[src/rtl/bram8_arbiter.sv]
// bram8_arbiter
// Two requesters (m0, m1) share one dual-port block RAM: port A writes,
// port B is a registered read. Round-robin arbitration. A write from one
// master and a read from the other are granted together when their
// addresses differ. After reset the RAM can optionally be swept to zero
// before any request is served.
module bram8_arbiter #(
    parameter int AW             = 15,
    parameter int DW             = 8,
    parameter int CLEAR_ON_RESET = 1,
    parameter int DUAL_ISSUE     = 1
) (
    input  logic          clk,
    input  logic          rst,
    input  logic          m0_req,
    input  logic          m0_we,
    input  logic [AW-1:0] m0_addr,
    input  logic [DW-1:0] m0_wdata,
    output logic          m0_ack,
    output logic          m0_rvalid,
    output logic [DW-1:0] m0_rdata,
    input  logic          m1_req,
    input  logic          m1_we,
    input  logic [AW-1:0] m1_addr,
    input  logic [DW-1:0] m1_wdata,
    output logic          m1_ack,
    output logic          m1_rvalid,
    output logic [DW-1:0] m1_rdata,
    output logic          bram_ena,
    output logic          bram_wea,
    output logic [AW-1:0] bram_addra,
    output logic [DW-1:0] bram_dina,
    output logic          bram_enb,
    output logic [AW-1:0] bram_addrb,
    input  logic [DW-1:0] bram_doutb,
    output logic          init_done
);

    localparam logic [0:0] ST_CLEAR = 1'b0;
    localparam logic [0:0] ST_RUN   = 1'b1;

    logic [0:0] state;
    logic [AW:0] clr_cnt;     // extra MSB marks the end of the sweep
    logic        rr;          // master that wins the next contended cycle
    logic [1:0]  rd_tag;      // read granted last edge, per master

    logic elig0, elig1, pair_ok, gnt0, gnt1;
    logic wr_go, wr_sel1, rd_go, rd_sel1;

    // Both masters share the RAM read bus; rvalid qualifies who owns it.
    assign m0_rdata = bram_doutb;
    assign m1_rdata = bram_doutb;

    // Grant decision for the coming edge.
    always_comb begin
        // NOTE: every signal gets a default before the branches so no latch is inferred.
        gnt0 = 1'b0;
        gnt1 = 1'b0;
        // A master whose ack is high right now is still updating its fields.
        elig0   = (state == ST_RUN) && m0_req && !m0_ack;
        elig1   = (state == ST_RUN) && m1_req && !m1_ack;
        pair_ok = (DUAL_ISSUE != 0) && (m0_we != m1_we) && (m0_addr != m1_addr);
        if (elig0 && elig1) begin
            if (pair_ok) begin
                gnt0 = 1'b1;
                gnt1 = 1'b1;
            end else if (rr) begin
                gnt1 = 1'b1;
            end else begin
                gnt0 = 1'b1;
            end
        end else begin
            gnt0 = elig0;
            gnt1 = elig1;
        end
        wr_go   = (gnt0 && m0_we) || (gnt1 && m1_we);
        wr_sel1 = gnt1 && m1_we;
        rd_go   = (gnt0 && !m0_we) || (gnt1 && !m1_we);
        rd_sel1 = gnt1 && !m1_we;
    end

    // Clear sweep, grant registration, RAM port drive and read tagging.
    always_ff @(posedge clk) begin
        if (rst) begin
            // NOTE: sequential state uses non-blocking assignments so every register samples pre-edge values.
            state      <= (CLEAR_ON_RESET != 0) ? ST_CLEAR : ST_RUN;
            clr_cnt    <= '0;
            rr         <= 1'b0;
            rd_tag     <= 2'b00;
            m0_ack     <= 1'b0;
            m1_ack     <= 1'b0;
            m0_rvalid  <= 1'b0;
            m1_rvalid  <= 1'b0;
            bram_ena   <= 1'b0;
            bram_wea   <= 1'b0;
            bram_addra <= '0;
            bram_dina  <= '0;
            bram_enb   <= 1'b0;
            bram_addrb <= '0;
            init_done  <= 1'b0;
        end else begin
            m0_ack    <= gnt0;
            m1_ack    <= gnt1;
            rd_tag    <= {gnt1 && !m1_we, gnt0 && !m0_we};
            m0_rvalid <= rd_tag[0];
            m1_rvalid <= rd_tag[1];
            bram_ena  <= 1'b0;
            bram_wea  <= 1'b0;
            bram_enb  <= 1'b0;
            // After a lone grant the other master gets priority.
            if (gnt0 ^ gnt1) begin
                rr <= gnt0;
            end
            case (state)
                ST_CLEAR: begin
                    if (!clr_cnt[AW]) begin
                        bram_ena   <= 1'b1;
                        bram_wea   <= 1'b1;
                        bram_addra <= clr_cnt[AW-1:0];
                        bram_dina  <= '0;
                        clr_cnt    <= clr_cnt + 1'b1;
                    end else begin
                        state     <= ST_RUN;
                        init_done <= 1'b1;
                    end
                end
                default: begin
                    init_done <= 1'b1;
                    if (wr_go) begin
                        bram_ena   <= 1'b1;
                        bram_wea   <= 1'b1;
                        bram_addra <= wr_sel1 ? m1_addr : m0_addr;
                        bram_dina  <= wr_sel1 ? m1_wdata : m0_wdata;
                    end
                    if (rd_go) begin
                        bram_enb   <= 1'b1;
                        bram_addrb <= rd_sel1 ? m1_addr : m0_addr;
                    end
                end
            endcase
        end
    end

endmodule

[config.mk]
export PLATFORM = sky130hd
export DESIGN_NAME = bram8_arbiter
export DESIGN_NICKNAME = d
export VERILOG_FILES = /design/src/rtl/bram8_arbiter.sv
export SDC_FILE = /design/constraint.sdc
export NUM_CORES = 1
export LEC_CHECK = 0
export ABC_CLOCK_PERIOD_IN_PS = 3450
export CELL_PAD_IN_SITES_DETAIL_PLACEMENT = 1
export CELL_PAD_IN_SITES_GLOBAL_PLACEMENT = 1
export CORE_UTILIZATION = 36
export CTS_BUF_LIST = sky130_fd_sc_hd__clkbuf_2
export DETAILED_ROUTE_END_ITERATION = 6
export GPL_ROUTABILITY_DRIVEN = 0
export GPL_TIMING_DRIVEN = 0
export PLACE_DENSITY = 0.86
export SLEW_MARGIN = 20
export SYNTH_ARGS = -nofsm -noshare
export SYNTH_HDL_FRONTEND = slang
export SYNTH_SLANG_ARGS = --single-unit
export TNS_END_PERCENT = 30
[constraint.sdc]
create_clock -name clk -period 3.45 [get_ports clk]
set_input_delay 0.69 -clock clk [delete_from_list [all_inputs] [get_ports clk]]
set_output_delay 0.69 -clock clk [all_outputs]
set_load 0.02 [all_outputs]
==> results.txt, run 1 <==
The flow ran to the end, and the final reports show no timing, DRC or antenna violations. The post-synthesis cell type count is between 40 and 50. The adder-cell share of the synthesized area came out at less than 1%. The post-synthesis instance area came out at about 0.0034 mm2. In the finished design, the share of the clock period the worst path needs comes to between 70 and 80%. The total detailed-routing wirelength came out at roughly 12 mm. The pin count of the biggest net entering global routing came out at 13. The worst min-delay path class is reg2reg. In this run the worst setup path terminates at bram_addrb[3]. The number of antenna violations at the first check in global routing came out at 0.

The root buffer cell chosen for the clock tree is clkbuf_2. The number of iterations in the first detailed-routing pass is 4. IR analysis of the VDD net gives a maximum drop of about 120 uV. For this design the ratio of total power to cell area is 293 mW/mm2. The count of input and output buffers came out at 112.

The wire length of the first global-routing pass came out at 18.3 mm. The worst-skew pair later-pin latency came out at approximately 0.55 ns. From left edge to right edge, the die measures 98.6 um. The path depth of the worst reg2reg path is 7.

The number of enable flip-flop cells after synthesis is 0. The clock tree synthesis step divided the H-tree into 3 levels. The transition time of the tightest slew-check pin came out at roughly 0.76 ns. Setup repair after global routing left no endpoint under its margin. The sum of negative setup slack is 0 ns.

Detailed placement finished with a half-perimeter wire length of between 8 and 9 mm. The fraction of the mapped netlist area in compound gates is between 15 and 20%. The leakage power total came out at approximately 1.6 nW. The number of endpoints with negative hold slack in the final report is 0. Using the TritonRoute via totals, the vias-per-cell ratio works out to 5.60.

The number of global-route vias before repair is between 3000 and 4000. The post-CTS setup repair buffer count came out at 0. The most common cell after layout, fill and taps aside is clkdlybuf4s50_1. The number of warning messages in the yosys log came out at 0. In this run the mean area of a mapped cell was about 9.1 um2.

In the synthesized netlist, mux cells make up under 10% of the area. The total number of vias came out at between 3000 and 4000. In this run, CTS created clock tree buffers numbering 9.

By startpoint and endpoint, the worst setup path is classified as in2reg. The XOR/XNOR share of the synthesized area is 7.82%. The floorplan core area is roughly 0.0089 mm2. Traced cell by cell, the critical path runs through clkdlybuf4s50_1 -> xor2_1 -> nor4_4 -> nand4_2 -> o22a_1 -> clkbuf_1 -> nor2_1 -> a211oi_1.

The total track usage is 24.4%. The post-detailed-route wirelength per cell came out at between 15 and 20 um. The vertical die dimension came out at around 99 um. After synthesis, the largest family of logic cells by area is simple AND/OR/NAND/NOR gates. The final count of pins violating max slew came to 0. The count of non-filler cells in the finished layout is a little over 600. The post-cts gate resize count is 0. After clock tree synthesis, the clock-pin slew on the worst setup and hold paths is roughly 0.21 ns. The worst-case clock buffer depth is 2. The smallest clock period supported by the final layout is computed as about 2.6 ns.

STA classifies the critical path startpoint as a primary input. The count of endpoints failing setup in the final report is 0. Global routing finished with a remaining overflow of 0.

The post-synthesis register bit count came out at 65. The synthesized net count came out at about 430. The number of nets with antenna violations after detailed routing came out at 0. Between clock sinks in the finished design, the worst skew comes to between 0.03 and 0.04 ns. For this design, the slowest cell found on the critical path is clkdlybuf4s50_1. The worst setup path is captured at a flip-flop.

The number of remaining DRC errors came out at 0. In the layout the commonest cells are clkdlybuf4s50_1, dfxtp_1, nor2_1. The die area is between 0.009 and 0.01 mm2.

0 antenna diodes ended up in the layout. The effective utilization at floorplan came out at a little under two fifths. The worst endpoint data arrival time is around 3 ns. After the last flow step, the layout net total stands at 552. The number of standard-cell rows in the floorplan is 34. The number of sinks driven by the clock tree came out at 65. For this run, the slowest stage of the critical path takes approximately 0.49 ns. Of all nets on the critical path, the largest fanout is 10. The simple-gate area share of the yosys netlist is between 20 and 25%. The worst pin sits at a relative slew slack of around 50%. The count of boundary I/O pins came out at 122.

The share of cells above drive strength 1 came out at between 10% and 20%. The most common flop cell mapped by yosys is dfxtp_1. The fraction of the yosys area taken by sequential cells is 38.7%. Across the run, the number of max-cap violations was 0. The highest clock rate is between 0.3 and 0.4 GHz.

For flop-to-flop paths, the worst setup slack is 1.17 ns. The number of buffers inserted by hold repair at cts came out at 0. The post-synthesis cell count is 368. The DRC marker count from the first detailed-route iteration came out at between 100 and 150.

Counting flops with an async set or reset pin after synthesis yields a share of 0%. The most critical setup path has its startpoint at m1_addr[14]. The endpoint required time on the critical path came out at just under 4 ns. The area growth from synthesis to layout is 40.1%. In this run the critical register-to-register path is captured at bram_addra[0].

The number of instances in the placed design came out at just under 600. The CTS tree is yes. In this run the critical register-to-register path is launched from rr.
[state kept, by name (all words and copies together), names as in the netlist]
name,flops
clr_cnt,16
bram_addra,15
bram_addrb,15
bram_dina,8
rd_tag,2
bram_enb,1
bram_wea,1
init_done,1
m0_ack,1
m0_rvalid,1
m1_ack,1
m1_rvalid,1
rr,1
state,1
[logic make-up after synthesis]
| logic type | count (synthesis) |
|---|---|
| mux | 20 |
| buf+inv | 41 |
| compound gates | 76 |
| flops | 65 |
| fa+ha+maj | 1 |
| xor+xnor | 30 |
| simple gates | 135 |
[power by group]
part	internal, mW	leakage [nW]	switching (mW)
sequential	0.758	0.525	0.00576
combinational	0.108	1.04	0.102
clock	0.0903	0.0476	0.314
[final cells by class]
cell class                      count  area (um2)
Buffer                             39         240
Clock inverter                      7        47.5
Multi-Input combinational cell    262        1810
Sequential cell                    65        1300
Fill cell                        1053        4180
Tap cell                          108         135
Clock buffer                        9        45.0
Timing Repair Buffer              112        1120
Inverter                            2        7.51
[through the flow]
step | hold slack [ns] | power (mW) | area, um2 | setup slack [ns] | util, %
final | 0.461 | 1.38 | 4710 | 0.872 | 53.0
after CTS | 0.449 | 1.39 | 4710 | 0.908 | 53.0
after detailed placement | 0.433 | 0.987 | 4620 | 0.317 | 51.9
after global routing | 0.462 | 1.43 | 4710 | 0.777 | 53.0
after global placement | 0.420 | 0.981 | 4620 | 0.372 | 51.9
after floorplan | 0.414 | 0.866 | 3360 | 1.26 | -
[how the worst min path moves through the flow]
stage / slack, ns / depth (start not counted) / to / from
after floorplan: 0.41 / 1 / m0_rvalid / rd_tag[0]
after global placement: 0.42 / 1 / m0_rvalid / rd_tag[0]
after detailed placement: 0.43 / 1 / m1_rvalid / rd_tag[1]
after CTS: 0.45 / 2 / rd_tag[0] / m0_we
after global routing: 0.46 / 2 / rd_tag[0] / m0_we
final: 0.46 / 1 / m1_rvalid / rd_tag[1]
[per-layer routing]
layer	vias to the layer above	part of all wire, %	global-route usage (%)
met3	39	4.8	4.96
met2	136	48	41.4
met4	0	4.5	14.1
met1	1646	42	28.8
met5	-	0	0
li1	1563	-	-
[Yosys cell counts, types with 10 or more instances]
master	count	area, um2
buf_4	18	135
mux2i_1	20	200
nand3_1	32	160
a311oi_1	11	96.3
o21ai_0	12	60.1
nand2_1	11	41.3
nor2_1	51	191
dfxtp_1	65	1300
xor2_1	26	228
a211oi_2	10	125
a21oi_1	12	60.1
clkbuf_1	14	52.6
[critical path, delay by kind of cell]
kind / cells / cell delay, ns
and+or+nand+nor: 3 / 0.88
xor gates and xnor gates: 1 / 0.23
AOI/OAI and AO/OA: 2 / 0.41
buffers and inverters: 2 / 0.78
(Power assumes the default switching activity.)
==> run 2: changes to the inputs <==
--- a/config.mk
+++ b/config.mk
@@ -5,15 +5,15 @@
 export SDC_FILE = /design/constraint.sdc
 export NUM_CORES = 1
 export LEC_CHECK = 0
-export ABC_CLOCK_PERIOD_IN_PS = 3450
+export ABC_CLOCK_PERIOD_IN_PS = 2500
 export CELL_PAD_IN_SITES_DETAIL_PLACEMENT = 1
 export CELL_PAD_IN_SITES_GLOBAL_PLACEMENT = 1
-export CORE_UTILIZATION = 36
+export CORE_UTILIZATION = 34
 export CTS_BUF_LIST = sky130_fd_sc_hd__clkbuf_2
 export DETAILED_ROUTE_END_ITERATION = 6
 export GPL_ROUTABILITY_DRIVEN = 0
 export GPL_TIMING_DRIVEN = 0
-export PLACE_DENSITY = 0.86
+export PLACE_DENSITY = 0.82
 export SLEW_MARGIN = 20
 export SYNTH_ARGS = -nofsm -noshare
 export SYNTH_HDL_FRONTEND = slang
==> constraint.sdc (replaced) <==
create_clock -name clk -period 2.5 [get_ports clk]
set_input_delay 0.5 -clock clk [delete_from_list [all_inputs] [get_ports clk]]
set_output_delay 0.5 -clock clk [all_outputs]
set_load 0.02 [all_outputs]
==> run 2 against run 1 <==
Clock skew increased by 0.0039 ns. Combinational power increased by 38%. Register-to-register slack got worse by 0.85 ns. Non-clock buffer count unchanged. Global-route usage decreased by 2.3 points. Total power increased by 49%. Utilization decreased by 2.1 points. Sequential share of layout area decreased by 0.45 points. Worst hold slack got worse by 0.18 ns. Via count decreased by 4.0%. Count of clock-buffer cells in the layout increased by 1. Die area increased by 5.8%. Critical endpoint is now bram_addra[6]. Largest power group unchanged.
==> results.txt, run 2 (synthesis results as in run 1) <==
The run finished with clean final reports. On the critical path the largest part of the delay comes from compound AO/OA/AOI/OAI gates. The number of max-cap violations is 0. Of the cells placed in the final design, the portion with a size suffix greater than 1 is 12.1%. The total detailed-routing wirelength came out at around 11 mm. The initial utilization of the core area, before any placement, comes to a little over a third.

The x dimension of the die came out at roughly 100 um. The critical path in this run is classified as in2reg. The worst setup path is launched from a primary input.

Leaving out fill and tap cells, the most frequent cell in the layout is clkdlybuf4s50_1. The number of endpoints with negative hold slack in the final report is 0. The share of the clock period used by the worst path is between 90% and 100%. The routed metal-1 wirelength is 4.83 mm.

The DRC marker count from the first detailed-route iteration is 80. The minimum setup slack after placement came out at -0.414 ns. The post-detailed-route wirelength per cell is between 15 and 20 um. The wire length of the first global-routing pass is around 17 mm. Setup violations remaining at the end of the flow were counted as 0.

The floorplan step set the die height to slightly above 100 um. The number of nets with antenna violations after detailed routing is 0. At the worst endpoint, the arrival time is 2.78 ns.

The slowest stage of the critical path is the clkdlybuf4s50_1 cell. The pin count of the biggest net entering global routing came out at 11. The final count of pins violating max slew is 0. The tightest min-delay check is of the in2reg type. In the routed layout, each cell is associated on average with a via count of about 5.2. The root cell of the clock tree is clkbuf_2.

The largest registers in the layout are clr_cnt x16, bram_addra x15, bram_addrb x15. The number of iterations in the first detailed-routing pass is 4. In this run the power density over the cells is 428 mW/mm2.

The final hold slack came out at 0.276 ns. The floorplan core area came out at 0.00942 mm2. The number of global-route vias before repair came out at roughly 3300.

From synthesis to final layout, the design area changed by 42.4%. The count of inserted antenna diode cells is 0. The highest clock rate is approximately 0.42 GHz. The CTS tree is yes. In this run, CTS created clock tree buffers numbering 9. The leakage power total is between 1.5 and 2 nW.

CTS built an H-tree with a depth of 3. Setup repair after global routing left no endpoint under its margin. The met3 layer wire length in the routed design came out at 583 um. The count of boundary I/O pins came out at about 120. The minimum clock period after layout came out at approximately 2.4 ns. The worst-case vdd ir drop is ~200 uV. The delay of the slowest cell on the worst path came out at around 0.50 ns. The worst-skew pair later-pin latency came out at between 0.5 and 0.6 ns. Headroom to the max-slew limit came out at between 40% and 50%. The total track usage came out at about 22%.

The top cell types in the final layout, fill and taps aside, are clkdlybuf4s50_1, dfxtp_1, nor2_1. Global routing finished with a remaining overflow of 0. The signal on the critical path passes through clkdlybuf4s50_1 -> xor2_1 -> nor4_4 -> a41oi_1 -> o21ai_4 -> buf_8 -> nand3_1 -> a311oi_1. The sum of net half-perimeters after detailed placement came out at around 8.4 mm.

The layout net count is ~550. The transition time of the tightest slew-check pin is ~0.78 ns. The sum of negative setup slack came out at 0 ns.

Together, buffers and inverters on the worst path number 2. The count of input and output buffers came out at 112. The endpoint required time on the critical path came out at 2.92 ns.

Setup slack on the critical path of the routed design comes to 0.142 ns. After detailed routing, the number of remaining DRC violations is 0. The flip-flop count of the largest register after layout is 16.

Of all nets on the critical path, the largest fanout is 10. The number of buffers inserted by hold repair at cts is 0. Signal routing reaches up to met4. More flip-flops sit in one register than any other, and that register is clr_cnt.

After clock tree synthesis, the clock-pin slew on the worst setup and hold paths is about 0.18 ns. The number of antenna violations at the first check in global routing came to 0. The worst-case clock buffer depth came out at 2. The post-CTS setup repair buffer count came out at 0. The die area is between 0.01 and 0.015 mm2. The number of standard-cell rows in the floorplan is 35. The clock arrives with 0.0439 ns of skew. The post-cts gate resize count is 0. STA classifies the critical path endpoint as a flip-flop. The wire length on met2 came out at around 5.5 mm.

The number of sinks driven by the clock tree is 65. The total number of vias is about 3200.
[run 2: changes by cell type in the layout (fill, tap and decap cells not counted), sizes merged]
cell	change
bufinv	+2
clkinvlp	-4
clkbuf	+1
[run 2: per-layer routing]
metal,track usage (%),up-vias
met3,3.59,15
met5,0,-
met2,38.8,102
li1,-,1565
met1,26.9,1566
met4,8.92,0
[run 2: layout make-up]
cell class                      count  area, um2
Fill cell                        1114       4630
Tap cell                          129        161
Inverter                            2       7.51
Timing Repair Buffer              112       1120
Multi-Input combinational cell    262       1830
Buffer                             39        241
Clock inverter                      5       71.3
Clock buffer                       10       50.0
Sequential cell                    65       1300
[run 2: metrics by stage]
step	power (mW)	area [um2]	utilization [%]	std cells
final	2.05	4790	50.8	624
after global routing	2.13	4790	50.8	624
after CTS	2.06	4760	50.6	624
after detailed placement	1.36	4640	49.3	609
after global placement	1.35	4640	49.3	609
after floorplan	1.20	3360	-	368
[run 2: where the power goes]
part           switching (mW)  total [mW]  internal [mW]
Sequential            0.00807        1.05           1.05
Combinational           0.140       0.289          0.149
Clock                   0.386       0.707          0.321
[run 2: worst paths after layout]
kind         startpoint            end  slack [ns]  cells past startpoint
max          m1_addr[5]  bram_addra[6]        0.14                      8
min               m0_we      rd_tag[0]        0.28                      2
max reg2reg          rr  bram_addrb[6]        0.32                      7
min reg2reg   rd_tag[0]      m0_rvalid        0.46                      1
